==> src/rtl/regfile_wb_pkg.sv <==
// Shared register-file write-back definitions: geometry and default requester IDs.
package regfile_wb_pkg;
  localparam int REG_ADDR_W = 5;
  localparam int REG_DATA_W = 32;
  localparam int REG_COUNT  = 32;
  localparam logic [REG_ADDR_W-1:0] REG_ZERO = 5'd0;

  localparam int REQ_ALU     = 0;
  localparam int REQ_MULTDIV = 1;
  localparam int REQ_STATUS  = 2;
endpackage

==> src/rtl/rr_arbiter.sv <==
// Single-grant arbiter for the write-back port; round-robin by default,
// fixed lowest-index priority when ARB_FIXED_PRIO_EN is defined.
module rr_arbiter #(
  parameter int NUM_REQ = 3
) (
  input  logic               clk,
  input  logic               rst,
  input  logic [NUM_REQ-1:0] req,
  input  logic               hold,
  input  logic               advance,
  output logic [NUM_REQ-1:0] grant,
  output logic [1:0]         grant_idx
);
  import regfile_wb_pkg::*;

  int   idx;
  logic found;

`ifdef ARB_FIXED_PRIO_EN
  always_comb begin
    grant     = '0;
    grant_idx = '0;
    found     = 1'b0;
    idx       = 0;
    if (!hold && !rst) begin
      for (int k = 0; k < NUM_REQ; k++) begin
        idx = k;
        if (!found && req[idx]) begin
          found      = 1'b1;
          grant[idx] = 1'b1;
          grant_idx  = idx[1:0];
        end
      end
    end
  end
`else
  logic [1:0] rr_ptr;

  // Search starts at rr_ptr and wraps, so the last winner drops to lowest priority.
  always_comb begin
    grant     = '0;
    grant_idx = '0;
    found     = 1'b0;
    idx       = 0;
    if (!hold && !rst) begin
      for (int k = 0; k < NUM_REQ; k++) begin
        idx = (int'(rr_ptr) + k) % NUM_REQ;
        if (!found && req[idx]) begin
          found      = 1'b1;
          grant[idx] = 1'b1;
          grant_idx  = idx[1:0];
        end
      end
    end
  end

  always_ff @(posedge clk) begin
    if (rst)
      rr_ptr <= '0;
    else if (advance)
      rr_ptr <= (grant_idx == 2'(NUM_REQ - 1)) ? 2'd0 : grant_idx + 2'd1;
  end
`endif
endmodule

==> src/rtl/regfile_write_arbiter.sv <==
// Arbitrates write-back requesters onto the single regfile write port and stages
// the winner one cycle. Optional macro: ARB_FIXED_PRIO_EN (fixed priority).
module regfile_write_arbiter #(
  parameter int NUM_REQ = 3,
  parameter int DATA_W  = 32,
  parameter int ADDR_W  = 5
) (
  input  logic                      clock,
  input  logic                      ctrl_reset,
  input  logic [NUM_REQ-1:0]        req_valid,
  output logic [NUM_REQ-1:0]        req_ready,
  input  logic [NUM_REQ*ADDR_W-1:0] req_reg,
  input  logic [NUM_REQ*DATA_W-1:0] req_data,
  input  logic                      ctrl_hold,
  output logic                      ctrl_writeEnable,
  output logic [ADDR_W-1:0]         ctrl_writeReg,
  output logic [DATA_W-1:0]         data_writeReg,
  output logic [1:0]                grant_id,
  output logic [31:0]               pending_mask
);
  import regfile_wb_pkg::*;

  logic [NUM_REQ-1:0] grant_p0;
  logic [1:0]         gidx_p0;
  logic               xfer_p0;
  logic [ADDR_W-1:0]  sel_reg_p0;
  logic [DATA_W-1:0]  sel_data_p0;

  logic               vld_p1;
  logic [ADDR_W-1:0]  reg_p1;
  logic [DATA_W-1:0]  data_p1;
  logic [1:0]         gid_p1;

  rr_arbiter #(.NUM_REQ(NUM_REQ)) u_arb (
    .clk       (clock),
    .rst       (ctrl_reset),
    .req       (req_valid),
    .hold      (ctrl_hold),
    .advance   (xfer_p0),
    .grant     (grant_p0),
    .grant_idx (gidx_p0)
  );

  assign req_ready   = grant_p0;
  assign xfer_p0     = |(req_valid & grant_p0);
  assign sel_reg_p0  = req_reg[int'(gidx_p0)*ADDR_W +: ADDR_W];
  assign sel_data_p0 = req_data[int'(gidx_p0)*DATA_W +: DATA_W];

  // p0 -> p1: stage the winning write; r0 writes complete the handshake but never enable.
  always_ff @(posedge clock) begin
    if (ctrl_reset) begin
      vld_p1  <= 1'b0;
      reg_p1  <= '0;
      data_p1 <= '0;
      gid_p1  <= '0;
    end else begin
      vld_p1 <= xfer_p0 && (sel_reg_p0 != ADDR_W'(REG_ZERO));
      if (xfer_p0) begin
        reg_p1  <= sel_reg_p0;
        data_p1 <= sel_data_p0;
        gid_p1  <= gidx_p0;
      end
    end
  end

  assign ctrl_writeEnable = vld_p1;
  assign ctrl_writeReg    = reg_p1;
  assign data_writeReg    = data_p1;
  assign grant_id         = gid_p1;

  always_comb begin
    pending_mask = '0;
    if (vld_p1)
      pending_mask[reg_p1] = 1'b1;
  end
endmodule
==> config.mk <==
export PLATFORM = sky130hd
export DESIGN_NAME = regfile_write_arbiter
export DESIGN_NICKNAME = d
export VERILOG_FILES = /design/src/rtl/regfile_wb_pkg.sv /design/src/rtl/rr_arbiter.sv /design/src/rtl/regfile_write_arbiter.sv
export SDC_FILE = /design/constraint.sdc
export NUM_CORES = 1
export LEC_CHECK = 0
export CORE_MARGIN = 2
export CORE_UTILIZATION = 36
export DETAILED_ROUTE_END_ITERATION = 10
export PLACE_DENSITY_LB_ADDON = 0.12
export SYNTH_ARGS = -nofsm -noshare
export SYNTH_HDL_FRONTEND = slang
export SYNTH_HIERARCHICAL = 1
export SYNTH_SLANG_ARGS = --single-unit
==> constraint.sdc <==
create_clock -name clock -period 3.1 [get_ports clock]
set_input_delay 0.62 -clock clock [delete_from_list [all_inputs] [get_ports clock]]
set_output_delay 0.62 -clock clock [all_outputs]
set_load 0.005 [all_outputs]
* Word-level counts from Yosys, hierarchy flattened
Index checks and enable logic that the tools add are counted.
** Storage, ports and cells
- Register bits :: 42
- Input port bits :: 117
- Output and inout port bits :: 75
- Logic and storage cells :: 73
** Operators by class
- Add/subtract/negate cells :: 3
- Multipliers :: 1
- Div/mod/pow operators :: 3
- Order comparisons :: 8
- Eq/ne operators :: 1
- Shift operators :: 2
- Muxes and demuxes :: 33
- Bitwise operators :: 3
- Reduce and logical (&&, ||, !) cells :: 14
** Operators with widths (number)
- 32-bit by 1-bit >= comparator with 1-bit output (second input constant) :: 3
- 32-bit by 4-bit less-than comparator with 1-bit output (second input constant) :: 3
- 96-bit by 8-bit indexed part select with 32-bit output :: 1
- 32-bit by 3-bit remainder unit with 32-bit output (second input constant) :: 2
- 3-bit by 3-bit remainder unit with 32-bit output (second input constant) :: 1
- 32-bit 2-to-1 mux :: 1
- 3-bit 2-to-1 mux :: 6
- 15-bit by 6-bit indexed part select with 5-bit output :: 1
- 1-bit 2-to-1 mux :: 14
- 2-bit 2-to-1 mux :: 5
- 1-bit logical AND :: 8
- 1-bit binary-select mux with 2-bit select :: 3
- 1-bit demux with 2-bit select :: 3
- 5-bit by 6-bit less-than comparator with 1-bit output (second input constant) :: 1
- 3-bit bitwise OR :: 2
- 1-bit demux with 5-bit select :: 1
- 5-bit by 1-bit >= comparator with 1-bit output (second input constant) :: 1
- 2-bit by 3-bit multiplier with 5-bit output (second input constant) :: 1
- 5-bit nonzero test :: 1
- 1-bit zero test :: 4
- 2-bit by 1-bit adder with 3-bit output (second input constant) :: 1
- 2-bit by 2-bit adder with 3-bit output (second input constant) :: 1
- 3-bit bitwise AND :: 1
- 3-bit OR reduction :: 1
- other kinds (2) :: 2

* Depth between registers and ports, before layout
Gate-level depths: netlist (run 1).
- Depth after elaboration :: 18
- Gate-level depth with buffers :: 14
- Gate-level depth less buffers :: 11

* Modules after synthesis
Netlist (run 1), hierarchy kept.
** By module, submodules not included
- regfile_write_arbiter :: times used 1, cells each 308, area each 2338.5 sq um, seq. area each 800.8 sq um
- rr_arbiter :: times used 1, cells each 55, area each 429.2 sq um, seq. area each 40.0 sq um

* Worst setup path before layout (run 1)
No wires, ideal clock.
- Kind :: flip-flop to flip-flop
- Start point :: reg u_arb.rr_ptr[0]
- End point :: reg u_arb.rr_ptr[1]
- Setup time :: 0.070 ns
- Arrival :: 2.888 ns
- Required time :: 3.030 ns
- Slack :: 0.142 ns
- Cell stages (with the launch flop) :: 15
- Buffers on the path :: 3
- Period minus slack after synthesis :: 2.958 ns
- Cells stage by stage :: dfxtp_1 inv_1 ha_1 buf_2 nor3b_2 or3b_1 nand2_1 a22oi_1 nor3_1 a22oi_1 nand2_1 buf_4 clkbuf_1 or3b_1 a21oi_1
** Between the ends
- Longest elaborated chain between the ends :: 16
- Elaborated cells on any way between the ends :: 54
- Those cells by class :: add/sub (3); div (3); order compare (6); eq/ne (1); mux (30); bitwise (3); reduce/logical (8)
** RTL lines
- from (decl) :: line rr_arbiter.sv:37 : logic [1:0] rr_ptr;
- from (signal assigned) :: line rr_arbiter.sv:61 : rr_ptr <= (grant_idx == 2'(NUM_REQ - 1)) ? 2'd0 : grant_idx + 2'd1;
- parallel branches: the longest is 12 deep, another holds 32-bit by 3-bit remainder unit with 32-bit output
- 3-bit 2-to-1 mux * :: line rr_arbiter.sv:48 : if (!found && req[idx]) begin
- 3-bit 2-to-1 mux * :: line rr_arbiter.sv:45 : if (!hold && !rst) begin
- net req_ready[1] :: line regfile_write_arbiter.sv:11 : output logic [NUM_REQ-1:0] req_ready,
- 3-bit bitwise AND * :: line regfile_write_arbiter.sv:45 : assign xfer_p0 = |(req_valid & grant_p0);
- 3-bit OR reduction * :: line regfile_write_arbiter.sv:45
- net xfer_p0 :: line regfile_write_arbiter.sv:25 : logic xfer_p0;
Mark *: on every way through the listed nets, which the timed path passes. The select of a mux whose other input is x is not followed.
A chain may end at the register's enable or synchronous reset.

* Worst setup path in the final report (run 1)
- Start point :: in req_valid[1]
- End point :: out req_ready[0]
** Between the ends
- Longest elaborated chain between the ends :: 13
- Elaborated cells on any way between the ends :: 25
- Those cells by class :: mux (19); bitwise (2); reduce/logical (4)
** RTL lines
- from (decl) :: line regfile_write_arbiter.sv:10 : input logic [NUM_REQ-1:0] req_valid,
- 1-bit binary-select mux with 2-bit select :: line rr_arbiter.sv:48
- 1-bit 2-to-1 mux (not written as such) (2 in series) :: line rr_arbiter.sv:48
- 1-bit 2-to-1 mux :: line rr_arbiter.sv:48
- 1-bit 2-to-1 mux :: line rr_arbiter.sv:45
- 1-bit zero test :: line rr_arbiter.sv:48
- 1-bit logical AND :: line rr_arbiter.sv:48
- 1-bit 2-to-1 mux :: line rr_arbiter.sv:48
- 1-bit 2-to-1 mux :: line rr_arbiter.sv:45
- 1-bit zero test :: line rr_arbiter.sv:48
- 1-bit logical AND :: line rr_arbiter.sv:48
- 3-bit 2-to-1 mux * :: line rr_arbiter.sv:48
- 3-bit 2-to-1 mux * :: line rr_arbiter.sv:45
- to (decl) :: line regfile_write_arbiter.sv:11
Every way passes the cells marked *; elsewhere a longest branch is shown, timed or not. The select of a mux whose other input is x is not followed.

==> flow_summary_export.csv, run 1 <==
group,metric,value,unit
timing,fin_crit,2.97,ns
cells_and_area,layout_commonest_cell,"clkdlybuf4s50_1",
hold_path,hold_class,"flop to flop",
timing,hold_viol_final,0,
setup_path,start_kind,"primary input",
timing,max_clock_freq,337,MHz
clock_network,clkTransAtPathRegs,0.08,ns
pwr,worst_ir_drop_vdd,0.168,mV
setup_path,path_cells,"clkdlybuf4s50_1 -> buf_4 -> nor4bb_2 -> o22ai_1 -> nand2_1 -> a222oi_1 -> nor3_1 -> clkdlybuf4s15_1",
setup_path,slowest_stage,"clkdlybuf4s50_1",
routing,drt_iter0_drc,88,
synth,syn_area,2770,um^2
timing,finalMaxSlewViolations,0,
die,initial_core_util,0.378,
clock_network,cts_made_buffers,5,
routing,dr.pass1.iters,4,
placement,hpwl,7420,um
clock_network,cts.sinks,42,
clock_network,cts_root_buf,"clkbuf_8",
synth,synth_cell_types,40,
synth,synth_fp_nets,484,
timing,setup_violations,0,
setup_path,crit_fanout,8,
cells_and_area,finalNetCount,669,
synth,async_flop_share,0,
synth,synthFlopType,"dfxtp_1",
clock_network,clk_latency,0.29,ns
routing,drtAntennaViolNets,0,
synth,seq_area_frac_synth,0.304,
timing,skew,0.00773,ns
pwr,power,1.50,mW
setup_path,critPathMaxStageDelay,0.45,ns
routing,viasPerCell,5.07,
outcome,status,"finished, final reports clean",
setup_path,cp_top_family,"buffers and inverters",
clock_network,ctsHoldBuffers,0,
cells_and_area,post_route_cells_drive_above_1_share,0.0747,
die,die_area,8410,um^2
grt,antenna_found_initial,0,
setup_path,arrival,2.35,ns
cells_and_area,antenna_cells,0,
synth,avgSynthCellArea,7.62,um^2
job,maxCapViolations,0,
grt,grt_max_degree,45,
setup_path,criticalPathCategory,"primary input to output port",
grt,gr-total-overflow,0,
synth,ys_warn_count,6,
pwr,power_density,303,nW/um^2
clock_network,cts_tree,"built",
synth,synth_seq_cells,42,
timing,rsz0062_at_grt,"no",
clock_network,htree_levels,2,
routing,routed_wl,9470,um
setup_path,critPathBufInv,3,
clock_network,clk_path_buf_depth,2,
routing,post-route-drc-count,0,
die,coreArea,7330,um^2
cells_and_area,fin_area,4960,um^2
cells_and_area,utilization,0.677,
routing,via_count,3285,
grt,grt_use_total,0.219,
setup_path,timing.critical_path.required,2.48,ns
cells_and_area,area_growth_syn_to_layout,79.3,%
timing,tightest_slew,0.473,ns
timing,finalWorstSetupSlack,0.129,ns
placement,postPlaceCellArea,4840,um^2
grt,grt_pass1_vias,3145,
timing,period_share,0.958,
die,die_h,91.7,um
synth,synth_cells,363,
setup_path,end_kind,"output port",
timing,timing.setup.tns,0,ns
die,ios,192,
placement,place_congestion,0.879,
die,rows,31,
routing,wl_per_cell,14.6,um
grt,grt_pass1_wl,15200,um
timing,relSlewSlack,0.685,
synth,synth_edf_count,0,
die,fp.dieW,91.7,um
pwr,p_leak,1.70,nW
placement,port_buffers,191,
placement,pre_cts_ws,-0.153,ns
cells_and_area,mostFrequentLayoutCells,"clkdlybuf4s50_1, nor2_1, mux2i_1, dfxtp_1, a21oi_1",
-- registers in the layout, indices dropped and copies added, names as in the netlist --
name / cells
ctrl_writeEnable: 1
ctrl_writeReg: 5
data_writeReg: 32
grant_id: 2
u_arb/rr_ptr: 2
-- through the flow --
step	hold slack (ns)	cells
floorplan	0.473	363
global placement	0.474	640
detailed placement	0.486	640
CTS	0.503	648
global route	0.519	648
finish	0.500	648
-- what timing repair did --
action,4_1_cts,5_1_grt
setup endpoints to repair,3,1
buffers inserted,0,0
gates cloned,0,0
gates resized for setup,7,2
pin swaps,2,2
-- cells by family (layout without fill, tap and decap cells) --
group / after synthesis / count (layout) / synth area share
simple gates: 144 / 144 / 0.234
compound gates: 93 / 93 / 0.221
mux: 42 / 42 / 0.152
flops: 42 / 42 / 0.304
buf+inv: 37 / 223 / 0.0674
fa+ha+maj: 5 / 5 / 0.0222
-- path summary, 6_finish.rpt --
path / start / end / slack [ns] / cells past startpoint
worst max-delay path: req_valid[1] / req_ready[0] / 0.13 / 8
worst max register to register: u_arb/rr_ptr[0] / data_writeReg[26] / 0.42 / 11
worst min register to register: data_writeReg[23] / data_writeReg[23] / 0.50 / 2
worst min-delay path: data_writeReg[23] / data_writeReg[23] / 0.50 / 2
-- synth_stat cells (all sizes together) (3+ instances only) --
library cell,count,share of area
nand2,4,0.0054
a22oi,3,0.0081
dfxtp,42,0.30
a211oi,38,0.10
mux2i,42,0.15
clkbuf,18,0.025
nor3,5,0.0090
buf,14,0.036
nor2,110,0.15
ha,4,0.018
nand2b,5,0.011
a21oi,40,0.072
nand3b,5,0.014
or3b,6,0.019
inv,5,0.0068
-- layer usage --
metal	part of all wire	track usage	vias up
met5	0	0	-
met4	0.0093	0.0518	0
met3	0.081	0.0624	8
met1	0.38	0.241	1483
met2	0.53	0.411	134
li1	-	-	1660
-- area by class of cell --
type	count	area [um^2]
multi-input combinational	284	1770
timing repair buffer	210	2100
clock buffer	6	72.6
tap	99	124
fill	615	2370
sequential	42	841
clock inverter	2	37.5
inverter	5	18.8
-- tightest hold or removal path, stage by stage, from the launching register on --
cell      delay, ns
dfxtp_1        0.31
nor2_1         0.09
a211oi_1       0.05
-- report_power, final --
part	internal [mW]	switching (mW)
logic	0.293	0.183
clock network	0.240	0.187
registers	0.576	0.0257
Power figures use the tool's default switching activity.
==> run 2, diff against run 1 <==
Settings changed: SLEW_MARGIN from default to 20.
==> results of run 2 <==
Same layout as run 1: the final DEF is identical, and so are final timing and power.
